--- src/rtl/btb_ctrl.sv ---
`timescale 1ns/1ps
`default_nettype none
// +-----------------------------------------------------------------------------+
// | btb_ctrl : BTB RAM port arbiter - clear sweep, 2-entry update queue, fwd     |
// | Revision : 1.0                                                               |
// +-----------------------------------------------------------------------------+
module btb_ctrl #(
  parameter int QDEPTH     = 2,
  parameter int STARVE_MAX = 4
) (
  input  logic        i_clk,
  input  logic        i_reset,
  input  logic        i_flush_start,
  input  logic        i_lkp_valid,
  input  logic [9:0]  i_lkp_addr,
  input  logic        i_upd_valid,
  input  logic [9:0]  i_upd_addr,
  input  logic [31:0] i_upd_data,
  output logic        o_upd_ready,
  output logic        o_lkp_grant,
  output logic        o_fwd_hit,
  output logic [31:0] o_fwd_data,
  output logic        o_btb_wren,
  output logic [9:0]  o_btb_addr,
  output logic [31:0] o_btb_data,
  output logic        o_busy
);

  localparam int SW = $clog2(STARVE_MAX + 1);

  typedef enum logic [1:0] {RST_WAIT = 2'd0, INIT = 2'd1, RUN = 2'd2} state_e;

  state_e         state_q, state_d;
  logic [9:0]     sweep_q, sweep_d;
  logic [1:0]     count_q, count_d;
  logic [SW-1:0]  starve_q, starve_d;
  logic [9:0]     qaddr_q [2];
  logic [9:0]     qaddr_d [2];
  logic [31:0]    qdata_q [2];
  logic [31:0]    qdata_d [2];

  logic flush, push, drain;

  // A flush cycle never drains: the queued updates are about to be discarded.
  always_comb begin
    flush       = (state_q == RUN) && i_flush_start;
    o_upd_ready = (state_q == RUN) && (count_q < 2'(QDEPTH));
    push        = i_upd_valid && o_upd_ready;
    drain       = (state_q == RUN) && !flush && (count_q != 2'd0) &&
                  (!i_lkp_valid || (count_q == 2'(QDEPTH)) ||
                   (starve_q == SW'(STARVE_MAX)));
  end

  // Slot 0 is always the head; a pop shifts slot 1 down before any push lands.
  always_comb begin
    qaddr_d = qaddr_q;
    qdata_d = qdata_q;
    count_d = count_q;
    if (drain) begin
      qaddr_d[0] = qaddr_q[1];
      qdata_d[0] = qdata_q[1];
      count_d    = count_q - 2'd1;
    end
    if (push) begin
      qaddr_d[count_d[0]] = i_upd_addr;
      qdata_d[count_d[0]] = i_upd_data;
      count_d             = count_d + 2'd1;
    end
    if (flush) begin
      count_d = 2'd0;
    end
  end

  always_comb begin
    starve_d = starve_q;
    if ((state_q != RUN) || flush || (count_q == 2'd0) || drain) begin
      starve_d = '0;
    end else if (starve_q != SW'(STARVE_MAX)) begin
      starve_d = starve_q + SW'(1);
    end
  end

  always_comb begin
    state_d     = state_q;
    sweep_d     = sweep_q;
    o_btb_wren  = 1'b0;
    o_btb_addr  = 10'd0;
    o_btb_data  = 32'd0;
    o_lkp_grant = 1'b0;
    o_busy      = 1'b1;
    case (state_q)
      RST_WAIT: begin
        state_d = INIT;
        sweep_d = 10'd0;
      end
      INIT: begin
        o_btb_wren = 1'b1;
        o_btb_addr = sweep_q;
        sweep_d    = sweep_q + 10'd1;
        if (sweep_q == 10'h3FF) begin
          state_d = RUN;
        end
      end
      RUN: begin
        o_busy = 1'b0;
        if (drain) begin
          o_btb_wren = 1'b1;
          o_btb_addr = qaddr_q[0];
          o_btb_data = qdata_q[0];
        end else begin
          o_btb_addr  = i_lkp_addr;
          o_lkp_grant = i_lkp_valid;
        end
        if (flush) begin
          state_d = INIT;
          sweep_d = 10'd0;
        end
      end
      default: begin
        state_d = RST_WAIT;
      end
    endcase
  end

  // Youngest valid match wins, so slot 1 is checked first.
  always_comb begin
    o_fwd_hit  = 1'b0;
    o_fwd_data = 32'd0;
    if ((count_q == 2'd2) && (qaddr_q[1] == i_lkp_addr)) begin
      o_fwd_hit  = 1'b1;
      o_fwd_data = qdata_q[1];
    end else if ((count_q != 2'd0) && (qaddr_q[0] == i_lkp_addr)) begin
      o_fwd_hit  = 1'b1;
      o_fwd_data = qdata_q[0];
    end
  end

  always_ff @(posedge i_clk or negedge i_reset) begin
    if (!i_reset) begin
      state_q    <= RST_WAIT;
      sweep_q    <= 10'd0;
      count_q    <= 2'd0;
      starve_q   <= '0;
      qaddr_q[0] <= 10'd0;
      qaddr_q[1] <= 10'd0;
      qdata_q[0] <= 32'd0;
      qdata_q[1] <= 32'd0;
    end else begin
      state_q    <= state_d;
      sweep_q    <= sweep_d;
      count_q    <= count_d;
      starve_q   <= starve_d;
      qaddr_q[0] <= qaddr_d[0];
      qaddr_q[1] <= qaddr_d[1];
      qdata_q[0] <= qdata_d[0];
      qdata_q[1] <= qdata_d[1];
    end
  end

endmodule
`default_nettype wire

--- config.mk ---
export PLATFORM = sky130hd
export DESIGN_NAME = btb_ctrl
export DESIGN_NICKNAME = d
export VERILOG_FILES = /design/src/rtl/btb_ctrl.sv
export SDC_FILE = /design/constraint.sdc
export NUM_CORES = 1
export LEC_CHECK = 0
export BUFFER_PORTS_ARGS = -buffer_cell sky130_fd_sc_hd__buf_2
export CAP_MARGIN = 20
export CORE_ASPECT_RATIO = 1.75
export CORE_MARGIN = 2
export CORE_UTILIZATION = 52
export CTS_CLUSTER_DIAMETER = 150
export DETAILED_ROUTE_END_ITERATION = 6
export GPL_ROUTABILITY_DRIVEN = 0
export GPL_TIMING_DRIVEN = 0
export PLACE_DENSITY_LB_ADDON = 0.25
export SETUP_SLACK_MARGIN = 0.4
export SKIP_CTS_REPAIR_TIMING = 1
export SLEW_MARGIN = 20
export SYNTH_ARGS = -nofsm -noshare
export SYNTH_HDL_FRONTEND = slang
export SYNTH_SLANG_ARGS = --single-unit
--- constraint.sdc ---
create_clock -name i_clk -period 5.5 [get_ports i_clk]
set_input_delay 1.1 -clock i_clk [delete_from_list [all_inputs] [get_ports i_clk]]
set_output_delay 1.1 -clock i_clk [all_outputs]
set_load 0.01 [all_outputs]
==> metrics.yaml, run 1 <==
worst_setup_path:
  cp-end-kind: "output pin"
  arrival_ns: 3.20
  rrSetupSlack_ns: 1.66
  crit_fanout: 10
  worstPathRequired_ns: 4.40
  crit_type: "primary input to output pin"
  worst_setup_path_start_kind: "primary input"
clocking:
  clock_latency_ns: 0.35
  cts_made_buffers: 9
  clk_path_buf_depth: 2
  cts_tree: "done"
  clk_pin_slew_worst_paths_ns: 0.07
  cts_root_buf: "clkbuf_16"
  htree_levels: 3
  clock_sinks: 101
grt:
  grt_pass1_wl_mm: 25.6
  grt_remaining_overflow: 0
  grt_pass1_vias: 5180
  antenna_found_initial: 0
  grt_usage_pct: 26.8
  grt_max_degree: 66
finish:
  layout_common_cells: "139 x buf_2, 101 x dfrtp_1, 91 x nand2_1"
  nNetsFinal: 826
  drive_gt1_share_pct: 27.4
  n_fill_cell: 919
  area.growth.synth_to_final_pct: 20.6
  final_common_cell: "buf_2"
timing:
  fin_crit_ns: 4.30
  timing.final.crit_share_pct: 78.2
  finClkSkew_ns: 0.00840
  maxSlewViolCount: 0
  setup_viol: 0
  max_slew_margin_pct: 55.6
  hold_violations: 0
  fmax_mhz: 233
  rsz0062_at_grt: "no"
  setup_tns_ns: 0
  fin_hold_ws_ns: 0.472
  worst_pin_slew_ns: 0.666
  worst_slack_ns: 1.20
synthesis:
  seq_area_frac_synth_pct: 43.8
  synth_area_leader_cell: "dfrtp_1"
  netlist.area_leader.share_pct: 43.8
  yosysUniqueCellTypes: 39
  synthArstFlopShare_pct: 100
  yosysWarnings: 0
  ys_seq_elements: 101
  synth_area_um2: 5770
  ys.flop_type: "dfrtp_1"
  yosys-top-cells-area: "dfrtp_1 44%, mux2i_1 9.9%, mux2_2 8.4%"
  synth-edff-count: 0
  syn_avg_cell_area_um2: 9.44
  synthesis.instances: 611
  syn-num-nets: 679
detailed_routing:
  drc_errors: 0
  antenna_left: 0
  vias: 5056
  drt-initial-drc-count: 266
  wl_per_cell_um: 17.8
  vias_per_cell: 5.66
  dr.pass1.iters: 4
  drt-total-wl_mm: 15.9
die:
  rows: 50
  ios: 136
  die-area_um2: 12000
  start_util_pct: 53.6
  chipWidth_um: 83.6
  core_um2: 10800
  dieHeight_um: 143
place:
  place.port_buffers: 135
  pre_cts_slack_ns: 1.26
  hpwl_mm: 11.7
power_and_ir_drop:
  leakage_nw: 3.27
  p_per_area_nw_per_um2: 214
  power_w: 0.00149
  irDropWorstVdd_uv: 213
run_status:
  outcome: "completed"
run:
  timing.max_cap.violations: 0
hold_path:
  hp-class: "register to register"
==> synthesized netlist by cell type (all sizes together) (2+ instances only) <==
master / n
dfrtp: 101
nand2: 91
mux2i: 57
nor3: 48
o21ai: 48
a21oi: 46
mux2: 43
and2: 41
clkbuf: 36
xnor2: 12
buf: 11
ha: 11
nor2: 11
inv: 10
xor2: 10
nand3: 5
nand4: 4
and3: 3
nand2b: 3
a21boi: 2
a21o: 2
nor4: 2
or2: 2
==> kinds of logic (layout without fill, tap and decap cells) <==
logic type | after synthesis | in the layout | share of synthesized area (%)
compound gates | 106 | 106 | 9.85
xor+xnor | 22 | 22 | 3.47
fa+ha+maj | 11 | 11 | 2.39
buf+inv | 58 | 210 | 4.60
flops | 101 | 101 | 43.8
mux | 100 | 100 | 18.3
other cells | 0 | 1 | 0
simple gates | 213 | 213 | 17.6
==> cell type report <==
class                           count  area [um^2]  share of cell area [%]
Antenna cell                        1         2.50                  0.0360
Clock buffer                       10          229                    3.29
Timing Repair Buffer              136          709                    10.2
Multi-Input combinational cell    452         2980                    42.8
Inverter                           11         41.3                   0.593
Buffer                             47          224                    3.22
Sequential cell                   101         2530                    36.3
Tap cell                          130          163                    2.34
Clock inverter                      6         87.6                    1.26
==> worst paths after layout <==
| kind | start | to | cells after the start |
|---|---|---|---|
| worst max-delay path | i_lkp_addr[2] | o_fwd_data[24] | 9 |
| worst min-delay path | starve_q[0] | starve_q[0] | 1 |
| worst max register to register | state_q[0] | register | 11 |
| worst min register to register | starve_q[0] | starve_q[0] | 1 |
| max in group asynchronous | i_reset | async pin | 2 |
| min in group asynchronous | i_reset | state_q[0] | 1 |
==> stage by stage <==
step	cell area, um^2	utilization (%)	instances
finish	6960	64.7	894
detailed placement	6640	61.7	877
CTS	6960	64.7	893
floorplan	5770	-	611
global placement	6610	61.4	876
global route	6960	64.7	893
==> power breakdown <==
part / internal, W / total, W / leakage [nW] / switching, W
clock: 0.000400 / 0.000689 / 0.156 / 0.000290
sequential: 0.000742 / 0.000742 / 1.38 / 0
combinational: 0.0000227 / 0.0000570 / 1.73 / 0.0000343
==> worst max-delay path, cell delays in order <==
cell and delay, ns:
buf_2 0.12, xnor2_1 0.28, nand3_1 0.12, nor3_1 0.28
clkbuf_1 0.38, clkbuf_1 0.45, nand2_1 0.10, o21ai_0 0.16
buf_2 0.21
==> per-layer routing <==
metal	share of wire, %	global-route usage [%]	routed length (um)	vias up
li1	-	-	-	2394
met1	38	30.1	6120	2471
met2	54	48.5	8560	164
met3	5.3	5.23	847	27
met4	2.6	12.5	413	0
met5	0	0	0	-
Power figures use the tool's default switching activity.
==> inputs of run 2 (changes only) <==
- CORE_UTILIZATION: 52 -> 49
- clock period: 5.5 -> 3.7 ns (I/O delays scaled with it)
==> metrics.yaml, run 2 (synthesis gave the netlist of run 1 again) <==
die:
  chipWidth_um: 86.0  # +2.9%
  start_util_pct: 50.1  # -3.5 points
  rows: 52  # +4.0%
  dieHeight_um: 148  # +2.9%
  ios: 136  # unchanged
  die-area_um2: 12700  # +5.9%
  core_um2: 11500  # +7.0%
clocking:
  htree_levels: 3  # unchanged
  clock_sinks: 101  # unchanged
  cts_root_buf: "clkbuf_16"
  clock_latency_ns: 0.34  # about the same
  cts_made_buffers: 9  # unchanged
  cts_tree: "done"
  clk_path_buf_depth: 2  # unchanged
  clk_pin_slew_worst_paths_ns: 0.07  # about the same
detailed_routing:
  drc_errors: 0  # unchanged
  wl_per_cell_um: 17.7  # -0.86%
  antenna_left: 0  # unchanged
  vias: 4995  # -1.2%
  vias_per_cell: 5.55  # -1.9%
  drt-initial-drc-count: 276  # +3.8%
  dr.pass1.iters: 5  # +1
  drt-total-wl_mm: 15.9  # -0.19%
timing:
  fmax_mhz: 310
  rsz0062_at_grt: "yes"
  max_slew_margin_pct: 60.7  # +5.1 points
  maxSlewViolCount: 0  # unchanged
  setup_viol: 0  # unchanged
  finClkSkew_ns: 0.00778  # -0.000625 ns
  hold_violations: 0  # unchanged
  timing.final.crit_share_pct: 87.1
  worst_slack_ns: 0.479  # -0.722 ns
  worst_pin_slew_ns: 0.589  # -0.0771 ns
  fin_crit_ns: 3.22
hold_path:
  hp-class: "primary input to async pin"
grt:
  antenna_found_initial: 0  # unchanged
  grt_max_degree: 54  # -18%
  grt_remaining_overflow: 0  # unchanged
  grt_pass1_vias: 5147  # -0.64%
  grt_usage_pct: 25.2  # -1.6 points
  grt_pass1_wl_mm: 25.3  # -1.3%
finish:
  nNetsFinal: 828  # +0.24%
  drive_gt1_share_pct: 30.8  # +3.5 points
  area.growth.synth_to_final_pct: 22.5
  postLayoutCellArea_um2: 7070  # +1.6%
  final_common_cell: "buf_2"
  antenna_cells: 0  # -1
  layout_common_cells: "138 x buf_2, 100 x dfrtp_1, 91 x nand2_1"
worst_setup_path:
  arrival_ns: 2.48  # -0.72 ns
  cp-end-kind: "output pin"
  worst_setup_path_start_kind: "register"
  worstPathRequired_ns: 2.96  # -1.44 ns
  crit_type: "register to output pin"
  crit_fanout: 10  # unchanged
power_and_ir_drop:
  irDropWorstVdd_uv: 212  # -0.38%
  leakage_nw: 3.35  # +2.6%
  p_per_area_nw_per_um2: 315  # +47%
place:
  dpl_cell_area_um2: 6650  # about the same
  place.port_buffers: 135  # unchanged
  hpwl_mm: 11.8  # +0.92%
  pre_cts_slack_ns: -0.200  # -1.46 ns
run:
  timing.max_cap.violations: 0  # unchanged
run_status:
  outcome: "completed"
## run 2: changes by cell type in the layout (fill, tap and decap cells not counted), moves of 4 or more
cell	change
buf_4	+4
clkbuf_1	-20
clkbuf_2	+10
clkbuf_4	+8
o21ai_0	-5
o21ai_1	+5
## run 2: worst max-delay path, cell delays in order (launching register included)
cell	delay (ns)
dfrtp_1	0.34
inv_1	0.10
ha_1	0.26
nor4_2	0.32
and3_1	0.21
clkbuf_2	0.19
clkbuf_4	0.24
nand2_1	0.07
o21ai_1	0.22
buf_2	0.18
## run 2: worst paths after layout
path	start	endpoint	slack [ns]	depth (start not counted)
min in group i_clk	starve_q[0]	starve_q[0]	0.47	1
worst max register to register	state_q[0]	register	0.64	12
worst min-delay path	i_reset	state_q[1]	0.33	1
max in group asynchronous	i_reset	async pin	2.74	2
worst max-delay path	count_q[0]	o_fwd_data[25]	0.48	9
worst min register to register	starve_q[0]	starve_q[0]	0.47	1
## run 2: final cells by class
class / instances / area, um^2
clock buffers: 11 / 243
clock inverters: 5 / 82.6
repair buffers: 138 / 724
flip-flops and latches: 101 / 2530
inverters: 11 / 41.3
fillers: 1014 / 4450
multi-input cells: 452 / 3000
well taps: 135 / 169
plain buffers: 47 / 280
## run 2: stage by stage
| stage | util (%) | hold slack [ns] | std cells | TNS, ns | power (W) |
|---|---|---|---|---|---|
| after floorplan | - | 0.432 | 611 | 0 | 0.00114 |
| after global placement | 57.4 | 0.444 | 881 | -5.59 | 0.00120 |
| after detailed placement | 57.7 | 0.461 | 882 | -6.70 | 0.00121 |
| after CTS | 60.5 | 0.356 | 898 | -4.20 | 0.00223 |
| after global routing | 61.4 | 0.372 | 900 | 0 | 0.00229 |
| final | 61.4 | 0.332 | 900 | 0 | 0.00222 |
## run 2: metal layers
| layer | track usage [%] | vias to the layer above | routed length [um] |
|---|---|---|---|
| met3 | 4.36 | 35 | 650 |
| met2 | 45.7 | 141 | 8710 |
| met1 | 28.3 | 2423 | 6070 |
| met4 | 10.6 | 0 | 477 |
| li1 | - | 2396 | - |
| met5 | 0 | - | 0 |
## run 2: where the power goes
| part | leakage [nW] | switching, W | internal [W] | total [W] |
|---|---|---|---|---|
| combinational | 1.81 | 0.0000517 | 0.0000339 | 0.0000856 |
| sequential | 1.38 | 0 | 0.00110 | 0.00110 |
| clock | 0.160 | 0.000421 | 0.000615 | 0.00104 |
==> inputs of run 3 (changes only) <==
- CORE_UTILIZATION: 49 -> 52
- clock period: 3.7 -> 3.8 ns (I/O delays scaled with it)
==> metrics.yaml, run 3 (synthesis gave the netlist of run 1 again) <==
worst_setup_path:
  worstPathRequired_ns: 3.04  # +0.08 ns
  critPathSlowestCell: "nor3_1"
  slowest_delay_ns: 0.30  # -0.04 ns
  timing.rr.start: "count_q[0]"
  cp-end-kind: "output pin"
  crit_fanout: 10  # unchanged
  crit_type: "primary input to output pin"
  reg2reg_depth: 12  # unchanged
  worst_setup_path_start_kind: "primary input"
  path_buf_inv: 4  # unchanged
  arrival_ns: 2.59  # +0.11 ns
  rrSetupSlack_ns: 0.58  # -0.06 ns
  crit_chain: "buf_2 -> xnor2_1 -> nand3_1 -> nor3_1 -> clkbuf_2 -> clkbuf_2 -> nand2_1 -> o21ai_0 -> buf_2"
  path_delay_family: "buffers and inverters"
timing:
  rsz0062_at_grt: "no"
  fmax_mhz: 299
  timing.final.crit_share_pct: 88.1
  hold_violations: 0  # unchanged
  maxSlewViolCount: 0  # unchanged
  worst_pin_slew_ns: 0.545  # -0.0440 ns
  setup_viol: 0  # unchanged
  max_slew_margin_pct: 63.7  # +2.9 points
  fin_crit_ns: 3.35
  finClkSkew_ns: 0.00995  # +0.00217 ns
place:
  place_inst: 877  # -0.57%
  dpl_cell_area_um2: 6640  # about the same
  place.port_buffers: 135  # unchanged
  hpwl_mm: 11.7  # -0.91%
grt:
  grt_max_degree: 66  # +22%
  grt_usage_pct: 26.8  # +1.6 points
  grt_pass1_wl_mm: 25.6  # +1.4%
  grt_pass1_vias: 5180  # +0.64%
  antenna_found_initial: 0  # unchanged
  grt_remaining_overflow: 0  # unchanged
die:
  core_um2: 10800  # -6.6%
  start_util_pct: 53.6  # +3.5 points
  rows: 50  # -3.8%
  dieHeight_um: 143  # -2.8%
  ios: 136  # unchanged
  chipWidth_um: 83.6  # -2.8%
  die-area_um2: 12000  # -5.6%
hold_path:
  hp-class: "primary input to async pin"
clocking:
  clock_sinks: 101  # unchanged
  cts_made_buffers: 9  # unchanged
  clk_path_buf_depth: 2  # unchanged
  clock_latency_ns: 0.35  # about the same
  cts_root_buf: "clkbuf_16"
  cts_tree: "done"
  htree_levels: 3  # unchanged
  clk_pin_slew_worst_paths_ns: 0.07  # about the same
detailed_routing:
  wl_per_cell_um: 18.0  # +1.9%
  vias_per_cell: 5.64  # +1.7%
  drt-initial-drc-count: 298  # +8.0%
  drt-total-wl_mm: 16.2  # +1.9%
  vias: 5080  # +1.7%
  antenna_left: 0  # unchanged
  dr.pass1.iters: 5  # unchanged
  drc_errors: 0  # unchanged
finish:
  utilization_pct: 65.7  # +4.4 points
  drive_gt1_share_pct: 30.9  # +0.10 points
  area.growth.synth_to_final_pct: 22.6  # about the same
  postLayoutCellArea_um2: 7070  # about the same
  final_common_cell: "buf_2"
  nNetsFinal: 832  # +0.48%
  layout_common_cells: "139 x buf_2, 101 x dfrtp_1, 91 x nand2_1"
  stdcell_count: 900  # unchanged
power_and_ir_drop:
  p_per_area_nw_per_um2: 304  # -3.3%
  irDropWorstVdd_uv: 309  # +46%
  leakage_nw: 3.37  # +0.46%
  power_w: 0.00215  # -3.2%
run:
  timing.max_cap.violations: 0  # unchanged
run_status:
  outcome: "completed"
run 3: changes by cell type in the layout (fill, tap and decap cells not counted), moves of 2 or more:
cell,change
clkbuf_2,+3
clkbuf_4,-2
o21ai_0,+5
o21ai_1,-5
run 3: through the flow:
| stage | worst slack [ns] | hold WS, ns | TNS [ns] |
|---|---|---|---|
| detailed placement | -0.0977 | 0.471 | -2.39 |
| floorplan | 0.714 | 0.432 | 0 |
| global placement | -0.0591 | 0.443 | -1.77 |
| global route | 0.403 | 0.340 | 0 |
| CTS | -0.0418 | 0.329 | -0.449 |
| finish | 0.453 | 0.320 | 0 |
run 3: worst max path at each step:
stage | start | endpoint | slack (ns) | depth (start not counted)
2_1_floorplan | i_flush_start | register | 0.71 | 9
3_3_place_gp | i_flush_start | register | -0.06 | 10
3_5_place_dp | i_flush_start | register | -0.1 | 10
4_1_cts | state_q[0] | register | -0.04 | 11
5_1_grt | count_q[0] | o_btb_addr[8] | 0.40 | 10
6_report | i_lkp_addr[2] | o_fwd_data[24] | 0.45 | 9
run 3: routing by layer:
metal / track usage (%) / vias to the layer above / part of all wire, %
met3: 5.23 / 33 / 5.4
met1: 30.1 / 2470 / 38
li1: - / 2410 / -
met2: 48.5 / 167 / 54
met4: 12.5 / 0 / 2.8
met5: 0 / - / 0
run 3: worst reg2reg max path, cell delays in order (launching register included):
cell and delay, ns:
dfrtp_1 0.39, inv_1 0.16, ha_1 0.24, inv_1 0.08, a311oi_2 0.28, buf_4 0.23
buf_4 0.14, xnor2_2 0.21, clkbuf_4 0.32, ha_1 0.18, clkbuf_2 0.19, clkbuf_2 0.32
mux2_2 0.38
run 3: final cells by class:
cell class	instances	area, um^2
plain buffers	47	270
clock buffers	10	229
multi-input cells	452	3000
clock inverters	6	87.6
repair buffers	142	758
diodes	1	2.50
inverters	11	41.3
flip-flops and latches	101	2530
fillers	897	3690
well taps	130	163
run 3: where the power goes:
group	internal [W]	switching (W)	leakage, nW
logic	0.0000328	0.0000498	1.83
clock network	0.000578	0.000418	0.156
registers	0.00107	0	1.38
